### src/rtl/conv_pkg.sv
// Shared types for the conv kernel scheduler: sequencer states and tap counts per mode.
package conv_pkg;

    typedef enum logic [2:0] {
        IDLE,
        LOAD,
        LATCH,
        RUN,
        DRAIN,
        DONE
    } sched_state_e;

    localparam int TAPS_1X1 = 1;
    localparam int TAPS_3X3 = 9;

    function automatic logic [3:0] taps_of(input logic conv3x3);
        return conv3x3 ? 4'(TAPS_3X3) : 4'(TAPS_1X1);
    endfunction

endpackage

### src/rtl/conv_sched_addr_gen.sv
// Tap / pixel / output-channel counters and the data and weight buffer addresses derived from them.
module conv_sched_addr_gen
    import conv_pkg::*;
#(
    parameter int NOC_W   = 10,
    parameter int NPIX_W  = 16,
    parameter int DADDR_W = 20,
    parameter int WADDR_W = 14
) (
    input  logic               clk,
    input  logic               rst,
    input  logic               clear,
    input  logic               conv3x3,
    input  logic [NOC_W-1:0]   noc,
    input  logic [NPIX_W-1:0]  npix,
    input  logic               adv,
    input  logic               oc_inc,
    output logic               at_last_pos,
    output logic               last_oc,
    output logic [NOC_W-1:0]   oc,
    output logic [DADDR_W-1:0] daddr,
    output logic [WADDR_W-1:0] waddr
);

    localparam int DP_W = NPIX_W + 4;
    localparam int WP_W = NOC_W + 4;

    logic [3:0]        taps;
    logic [3:0]        tap_q, tap_d;
    logic [NPIX_W-1:0] pix_q, pix_d;
    logic [NOC_W-1:0]  oc_q, oc_d;
    logic              tap_last;
    logic              pix_last;
    logic [DP_W-1:0]   dprod;
    logic [WP_W-1:0]   wprod;

    assign taps        = taps_of(conv3x3);
    assign tap_last    = (tap_q == taps - 4'd1);
    assign pix_last    = (pix_q == npix - NPIX_W'(1));
    assign at_last_pos = tap_last && pix_last;
    assign last_oc     = (oc_q == noc - NOC_W'(1));

    // The pixel counter wraps to zero on the final issue so the next channel starts clean.
    always_comb begin
        tap_d = tap_q;
        pix_d = pix_q;
        oc_d  = oc_q;
        if (clear) begin
            tap_d = '0;
            pix_d = '0;
            oc_d  = '0;
        end else begin
            if (adv) begin
                if (tap_last) begin
                    tap_d = '0;
                    pix_d = pix_last ? '0 : pix_q + NPIX_W'(1);
                end else begin
                    tap_d = tap_q + 4'd1;
                end
            end
            if (oc_inc) begin
                oc_d = oc_q + NOC_W'(1);
            end
        end
    end

    always_ff @(posedge clk or posedge rst) begin
        if (rst) begin
            tap_q <= '0;
            pix_q <= '0;
            oc_q  <= '0;
        end else begin
            tap_q <= tap_d;
            pix_q <= pix_d;
            oc_q  <= oc_d;
        end
    end

    assign dprod = DP_W'(pix_q) * DP_W'(taps) + DP_W'(tap_q);
    assign wprod = WP_W'(oc_q) * WP_W'(taps) + WP_W'(tap_q);
    assign daddr = DADDR_W'(dprod);
    assign waddr = WADDR_W'(wprod);
    assign oc    = oc_q;

endmodule

### src/rtl/conv_kern_sched.sv
// Layer sequencer for the conv kernel: per-channel parameter fetch, buffer read issue and pipeline drain.
// Define CONV_SCHED_PERF_EN to add the perf_cycles / perf_stalls counters.
module conv_kern_sched
    import conv_pkg::*;
#(
    parameter int PARAM_BITS = 16,
    parameter int NOC_W      = 10,
    parameter int NPIX_W     = 16,
    parameter int DADDR_W    = 20,
    parameter int WADDR_W    = 14
) (
    input  logic                  clk,
    input  logic                  rst,
    input  logic                  start,
    input  logic                  cfg_conv3x3,
    input  logic [NOC_W-1:0]      cfg_noc,
    input  logic [NPIX_W-1:0]     cfg_npix,
    input  logic                  data_rdy,
    output logic                  prm_rd,
    output logic [NOC_W-1:0]      prm_addr,
    input  logic [PARAM_BITS-1:0] prm_scale,
    input  logic [PARAM_BITS-1:0] prm_bias,
    output logic [PARAM_BITS-1:0] scale,
    output logic [PARAM_BITS-1:0] bias,
    output logic                  is_conv3x3,
    output logic                  buf_rd,
    output logic [DADDR_W-1:0]    daddr,
    output logic [WADDR_W-1:0]    waddr,
    output logic                  vld_i,
    input  logic                  kern_vld_o,
    output logic                  busy,
    output logic                  done
`ifdef CONV_SCHED_PERF_EN
    ,
    output logic [31:0]           perf_cycles,
    output logic [31:0]           perf_stalls
`endif
);

    sched_state_e          state_q, state_d;
    logic                  conv3x3_q, conv3x3_d;
    logic [NOC_W-1:0]      noc_q, noc_d;
    logic [NPIX_W-1:0]     npix_q, npix_d;
    logic [PARAM_BITS-1:0] scale_q, scale_d;
    logic [PARAM_BITS-1:0] bias_q, bias_d;
    logic [NPIX_W-1:0]     vcnt_q, vcnt_d;
    logic [NPIX_W-1:0]     vcnt_inc;
    logic                  vld_q, vld_d;
    logic                  gen_clear;
    logic                  oc_inc;
    logic                  at_last_pos;
    logic                  last_oc;
    logic                  last_issue;
    logic                  count_en;
    logic [NOC_W-1:0]      oc;

    assign buf_rd     = (state_q == RUN) && data_rdy;
    assign last_issue = buf_rd && at_last_pos;
    assign count_en   = kern_vld_o && ((state_q == RUN) || (state_q == DRAIN));
    assign vcnt_inc   = vcnt_q + NPIX_W'(count_en);

    // Kernel outputs can already appear while later pixels are still being issued, so the
    // per-channel output count runs through RUN and DRAIN; scale/bias only move in LATCH.
    always_comb begin
        state_d   = state_q;
        conv3x3_d = conv3x3_q;
        noc_d     = noc_q;
        npix_d    = npix_q;
        scale_d   = scale_q;
        bias_d    = bias_q;
        vcnt_d    = vcnt_q;
        vld_d     = buf_rd;
        gen_clear = 1'b0;
        oc_inc    = 1'b0;
        case (state_q)
            IDLE: begin
                if (start) begin
                    conv3x3_d = cfg_conv3x3;
                    noc_d     = cfg_noc;
                    npix_d    = cfg_npix;
                    vcnt_d    = '0;
                    gen_clear = 1'b1;
                    state_d   = ((cfg_noc == '0) || (cfg_npix == '0)) ? DONE : LOAD;
                end
            end
            LOAD: begin
                state_d = LATCH;
            end
            LATCH: begin
                scale_d = prm_scale;
                bias_d  = prm_bias;
                state_d = RUN;
            end
            RUN: begin
                vcnt_d = vcnt_inc;
                if (last_issue) begin
                    state_d = DRAIN;
                end
            end
            DRAIN: begin
                vcnt_d = vcnt_inc;
                if (vcnt_inc == npix_q) begin
                    vcnt_d = '0;
                    if (last_oc) begin
                        state_d = DONE;
                    end else begin
                        oc_inc  = 1'b1;
                        state_d = LOAD;
                    end
                end
            end
            DONE: begin
                state_d = IDLE;
            end
            default: begin
                state_d = IDLE;
            end
        endcase
    end

    always_ff @(posedge clk or posedge rst) begin
        if (rst) begin
            state_q   <= IDLE;
            conv3x3_q <= 1'b0;
            noc_q     <= '0;
            npix_q    <= '0;
            scale_q   <= '0;
            bias_q    <= '0;
            vcnt_q    <= '0;
            vld_q     <= 1'b0;
        end else begin
            state_q   <= state_d;
            conv3x3_q <= conv3x3_d;
            noc_q     <= noc_d;
            npix_q    <= npix_d;
            scale_q   <= scale_d;
            bias_q    <= bias_d;
            vcnt_q    <= vcnt_d;
            vld_q     <= vld_d;
        end
    end

    conv_sched_addr_gen #(
        .NOC_W   (NOC_W),
        .NPIX_W  (NPIX_W),
        .DADDR_W (DADDR_W),
        .WADDR_W (WADDR_W)
    ) u_addr_gen (
        .clk         (clk),
        .rst         (rst),
        .clear       (gen_clear),
        .conv3x3     (conv3x3_q),
        .noc         (noc_q),
        .npix        (npix_q),
        .adv         (buf_rd),
        .oc_inc      (oc_inc),
        .at_last_pos (at_last_pos),
        .last_oc     (last_oc),
        .oc          (oc),
        .daddr       (daddr),
        .waddr       (waddr)
    );

    assign prm_rd     = (state_q == LOAD);
    assign prm_addr   = oc;
    assign scale      = scale_q;
    assign bias       = bias_q;
    assign is_conv3x3 = conv3x3_q;
    assign vld_i      = vld_q;
    assign busy       = (state_q != IDLE);
    assign done       = (state_q == DONE);

`ifdef CONV_SCHED_PERF_EN
    logic [31:0] perf_cycles_q, perf_cycles_d;
    logic [31:0] perf_stalls_q, perf_stalls_d;

    // Both counters restart on an accepted start and freeze once the sequencer is back in IDLE.
    always_comb begin
        perf_cycles_d = perf_cycles_q;
        perf_stalls_d = perf_stalls_q;
        if ((state_q == IDLE) && start) begin
            perf_cycles_d = '0;
            perf_stalls_d = '0;
        end else begin
            if ((state_q != IDLE) && (perf_cycles_q != '1)) begin
                perf_cycles_d = perf_cycles_q + 32'd1;
            end
            if ((state_q == RUN) && !data_rdy && (perf_stalls_q != '1)) begin
                perf_stalls_d = perf_stalls_q + 32'd1;
            end
        end
    end

    always_ff @(posedge clk or posedge rst) begin
        if (rst) begin
            perf_cycles_q <= '0;
            perf_stalls_q <= '0;
        end else begin
            perf_cycles_q <= perf_cycles_d;
            perf_stalls_q <= perf_stalls_d;
        end
    end

    assign perf_cycles = perf_cycles_q;
    assign perf_stalls = perf_stalls_q;
`endif

endmodule
### config.mk
export PLATFORM = sky130hd
export DESIGN_NAME = conv_kern_sched
export DESIGN_NICKNAME = d
export VERILOG_FILES = /design/src/rtl/conv_pkg.sv /design/src/rtl/conv_sched_addr_gen.sv /design/src/rtl/conv_kern_sched.sv
export SDC_FILE = /design/constraint.sdc
export NUM_CORES = 1
export LEC_CHECK = 0
export CAP_MARGIN = 20
export CORE_ASPECT_RATIO = 2
export CORE_MARGIN = 3
export CORE_UTILIZATION = 25
export DETAILED_ROUTE_END_ITERATION = 10
export PLACE_DENSITY = 0.47
export SYNTH_ARGS = -nofsm -noshare
export SYNTH_HDL_FRONTEND = slang
export SYNTH_SLANG_ARGS = --single-unit
### constraint.sdc
create_clock -name clk -period 5.2 [get_ports clk]
set_input_delay 1.3 -clock clk [delete_from_list [all_inputs] [get_ports clk]]
set_output_delay 1.3 -clock clk [all_outputs]
set_load 0.005 [all_outputs]
# Word-level counts from Yosys, hierarchy flattened
# Index checks and enable logic that the tools add are counted.
[word_totals]
register_bits = 109
output_inout_bits = 82
word_cells = 76
[classes]
n_mul = 2
n_addsub = 9
reduce_logical = 18
n_mux = 24
n_eq_ne = 12
[ops]
columns = ["op", "n"]
rows = [
  ["16-bit two-way mux", 6],
  ["16-bit case mux with 3 select lines", 1],
  ["16-bit == test", 2],
  ["20-bit by 4-bit adder with 20-bit output", 1],
  ["16-bit by 4-bit multiplier with 20-bit output", 1],
  ["10-bit two-way mux", 2],
  ["16-bit by 1-bit adder with 16-bit output", 1],
  ["16-bit by 1-bit adder with 16-bit output, second input constant", 1],
  ["16-bit logical NOT", 1],
  ["4-bit two-way mux", 4],
  ["16-bit by 1-bit subtractor with 16-bit output, second input constant", 1],
  ["3-bit two-way mux", 5],
  ["3-bit case mux with 5 select lines", 1],
  ["14-bit by 4-bit adder with 14-bit output", 1],
  ["10-bit by 4-bit multiplier with 14-bit output", 1],
  ["10-bit by 1-bit adder with 10-bit output, second input constant", 1],
  ["10-bit == test", 1],
  ["10-bit logical NOT", 1],
  ["10-bit by 1-bit subtractor with 10-bit output, second input constant", 1],
  ["3-bit by 2-bit == test with 1-bit output, second input constant", 2],
  ["3-bit == test, second input constant", 2],
  ["2-bit AND reduction", 3],
  ["2-bit nonzero test", 3],
  ["3-bit nonzero test", 2],
  ["other kinds (11)", 20],
]

# Longest topological paths before layout
[depth]
word_depth = 9
mapped_depth = 15
mapped_depth_nobuf = 13

# Hierarchy
# A second synthesis with hierarchy kept.
[hier_totals]
hier_cells = 907
area_unflattened_um2 = 8528.2
[modules_own_cells]
columns = ["mod", "cells_per_inst", "area_per_inst_um2", "instances"]
rows = [
  ["conv_sched_addr_gen", 564, 4615.7, 1],
  ["conv_kern_sched", 343, 3912.5, 1],
]

# Least setup slack after synthesis
# Ideal clock, no wire load.
[synth_timing]
path_kind = "flip-flop to output port"
start = "register conv3x3_q (netlist: is_conv3x3)"
end = "output daddr[17]"
path_stages_with_launch = 15
t_arrival_ps = 3274
t_required_ps = 3900
setup_slack_ps = 626
cell_sequence = "dfrtp_1 > clkbuf_1 > clkbuf_1 > and2_1 > ha_1 > ha_1 > ha_1 > a211o_1 > a21oi_1 > o311ai_0 > a31oi_1 > nor2b_1 > o21ai_0 > mux2i_1 > o2111ai_1"
[synth_via]
elab_chain_len = 3
[synth_lines]
columns = ["element", "line_no", "rtl"]
rows = [
  ["start: declaration", "conv_kern_sched.sv:41", "logic conv3x3_q, conv3x3_d;"],
  ["start signal: assignment", "conv_kern_sched.sv:133", "conv3x3_q <= conv3x3_d;"],
  ["4-bit two-way mux", "conv_pkg.sv:17", "return conv3x3 ? 4'(TAPS_3X3) : 4'(TAPS_1X1);"],
  ["16-bit by 4-bit multiplier with 20-bit output", "conv_sched_addr_gen.sv:79", "assign dprod = DP_W'(pix_q) * DP_W'(taps) + DP_W'(tap_q);"],
  ["20-bit by 4-bit adder with 20-bit output", "conv_sched_addr_gen.sv:79", ""],
  ["end: declaration", "conv_kern_sched.sv:27", "output logic [DADDR_W-1:0] daddr,"],
]
# No other way between the ends.

# Worst setup path after layout
[layout_timing]
start = "register conv3x3_q (netlist: is_conv3x3)"
end = "output daddr[19]"
# The elaborated chain is that of the path after synthesis.

==> parameters.txt <==
Parameter                              Value

Status
  Result of the run ... finished clean

Floorplan
  Die outline area ... 36540 µm²
  Overall die height ... roughly 270 µm
  Overall die width ... between 100 and 150 µm
  Core Box Area ... about 34000 µm²
  Initial Util ... 25.38%
  Core Rows ... 95
  IO Pins ... approximately 150

Timing
  Worst setup skew after layout ... approximately 0.014 ns
  Endpoints failing hold ... 0
  Max-slew violation count ... 0
  Sum of negative setup slack ... 0 ns
  Setup-violating endpoint count in the final report ... 0
  Post-route fraction of the period consumed by the critical path ... 95.22%
  Min Clock Period, post-route ... ~5.0 ns
  Worst slew slack as a fraction of its limit ... between 30% and 40%
  Transition time at the pin with the least slew margin ... approximately 0.99 ns
  Unrepaired setup endpoints after global routing ... false
  Max Clock Freq ... 202.0 MHz

Global route
  Antenna violations before repair ... 0
  Pin count of the biggest net entering global routing ... 87
  Vias in the first global route ... between 7000 and 8000
  GRT Total Usage ... between 10% and 20%
  Leftover overflow at the end of global routing ... 0
  Global-route wire length before repair ... between 40 and 50 mm

Clocking
  Number of sinks on the clock net ... ~110
  Clk root buf ... clkbuf_16
  CTS HTree Levels ... 3
  Max Root-Sink Buffers ... 2
  TritonCTS Buffers ... 9
  Quantity of hold-fixing buffers added after cts ... 0
  CTS tree ... yes
  Clock-pin slew on the worst setup and hold paths ... ~0.08 ns
  Source-to-sink clock delay at the later pin of the worst-skew pair ... 0.39 ns

Setup path
  Category of cells accounting for the largest share of critical-path delay ... compound AO/OA/AOI/OAI gates
  Crit path arrival time ... 3.65 ns
  Launching element type of the critical path ... flop
  CP dominant cell by count ... ha_1
  Largest driver fanout on the critical path ... 9
  Delay of the slowest cell on the worst path ... 0.53 ns
  Crit-path cells ... and2_1, ha_1, ha_1, ha_1, o21a_1, a21oi_2, o311ai_2, a31oi_1, nor2b_1, o21ai_2, a211oi_2, clkdlybuf4s50_1
  Kind of critical path ... reg2out
  Critical Path RT ... between 3 and 4 ns
  Endpoint type of the worst setup path ... primary output
  WP buf/inv ... 1
  Slowest cell on the critical path ... clkdlybuf4s50_1

Route
  Detail-routed via count per cell ... about 5.0
  Detailed Route Iter0 Violations ... roughly 330
  Number of design rule violations left after detail routing ... 0
  Count of TritonRoute iterations in the first routing pass ... 5
  Post-detailed-route count of antenna-violating nets ... 0
  Routed length per placed instance ... approximately 17 µm
  WL final ... 26.39 mm
  Via count ... ~7500

Min path
  Path category of the worst min-delay check ... reg2reg

Placement
  Count of input and output buffers ... ~150
  Post-detailed-placement half-perimeter wirelength ... just over 20 mm
  Last weighted congestion value of the routability-driven placer ... roughly 0.84

Synth
  Average cell area after synthesis ... ~9 µm²
  Warnings from Yosys ... 0
  Flip-flop cell with the highest count after synthesis ... dfrtp_1
  FFs w/ async S/R, synth ... 100.0%
  Post-synthesis cell type with the largest combined area ... dfrtp_1
  Fraction of synthesized cell area taken by the top area cell type ... a little under a third
  Post-synthesis sequential element count ... approximately 110
  Largest cells by area after synthesis ... dfrtp_1, ha_1, xnor2_1, nand2_1, mux2_2
  Mapped Cells ... 947
  Sequential area share after synthesis ... a little under a third
  Most frequent cells after synthesis ... nand2_1, dfrtp_1, ha_1
  Count of different cell masters after synthesis ... between 80 and 90
  Count of flip-flops with a built-in enable after synthesis ... 0
  Syn_nets ... ~1100
  Most used standard cell by instance count after synthesis ... nand2_1
  Summed instance area of the synthesized netlist ... 8538 µm²

Pwr
  Cell area power density ... ~230 nW/µm²
  Reported leakage power ... 4.930 nW
  Worst VDD drop ... ~0.18 mV

Job
  Count of maximum capacitance violations ... 0

Final layout
  Final antenna diode count ... 0
  Number of nets in the final layout ... between 1000 and 1500
  Layout overhead on the synthesized area ... 27.96%
  Layout cells sized above 1 ... 11.71%
  Finished Core Util ... between 30% and 40%
## cells by family (layout without fill, tap and decap cells)
family | Yosys count | count (layout) | share of synthesized area [%]
compound gates | 178 | 178 | 14.21
xor+xnor | 86 | 86 | 8.822
fa+ha+maj | 87 | 87 | 12.92
buf+inv | 68 | 206 | 4.220
flops | 109 | 109 | 31.95
mux | 35 | 35 | 4.572
simple gates | 384 | 384 | 23.30
## final cells by class
class	instances	area, µm²
Fill cell	3517	22710
Tap cell	436	545.5
Timing Repair Buffer	171	1667
Inverter	19	73.82
Sequential cell	109	2730
Multi-Input combinational cell	770	5593
Clock inverter	7	91.34
Clock buffer	9	225.2
## placed cells by master (no fill, tap or decap), drive strengths merged, types with 5 or more instances in the layout
cell	n
o21ai	37
or2	9
nand2b	5
o211ai	7
mux2	32
buf	26
and2	33
clkbuf	9
clkdlybuf4s50	142
dfrtp	109
nor2b	8
a31oi	5
nand3	34
nor4	13
nor3	23
xor2	31
inv	22
o311ai	5
nor2	72
a211oi	9
nand4	11
a21oi	44
xnor2	55
and3	13
o31ai	10
a22o	9
nand2	124
nand3b	7
o21bai	5
or3	14
a21o	7
or4	7
ha	85
## routing by layer
metal	track usage (%)	wire (µm)
met3	3.120	1076
met2	28.00	14790
met5	0	0
met4	4.800	701
met1	14.77	9824
## registers in the layout, indices dropped and copies added, names as in the netlist, 3 cells and up
| signal | count |
|---|---|
| bias | 16 |
| noc_q | 10 |
| npix_q | 16 |
| scale | 16 |
| state_q | 3 |
| u_addr_gen.oc | 10 |
| u_addr_gen.pix_q | 16 |
| u_addr_gen.tap_q | 4 |
| vcnt_q | 16 |
## repair_timing
| action | CTS | global route |
|---|---|---|
| setup endpoints to repair | 4 | 9 |
| pin swaps | 1 | 9 |
| buffers inserted | 0 | 3 |
| cloned | 0 | 0 |
| gates resized for setup | 8 | 18 |
| hold endpoints to repair | 0 | 0 |
## power breakdown
group | switching [mW] | leakage, nW | internal (mW)
sequential | 0.0990 | 1.46 | 0.918
combinational | 0.350 | 3.32 | 0.423
clock | 0.377 | 0.151 | 0.386
total | 0.826 | 4.93 | 1.73
## per-stage QoR
step,setup slack [ns],std cells,area [µm²],power [mW],hold WS [ns]
floorplan,0.6258,947,8538,1.429,0.4665
global placement,0.1643,1502,10450,1.796,0.4838
detailed placement,0.1075,1502,10450,1.804,0.4908
CTS,-0.01822,1518,10780,2.586,0.5111
global route,0.008879,1521,10930,2.712,0.5278
finish,0.2484,1521,10930,2.554,0.5067
## final timing paths
check,from,to,cells past startpoint,slack [ns]
hold / removal,scale[3],scale[3],1,0.51
setup / recovery,is_conv3x3,daddr[19],12,0.25
setup reg to reg,state_q[0],u_addr_gen.oc[3],13,0.91
hold reg to reg,scale[3],scale[3],1,0.51
min in group asynchronous,rst,scale[0],2,1.24
max in group asynchronous,rst,u_addr_gen.pix_q[1],3,3.14
No activity file was read; power rests on OpenSTA's default activity.
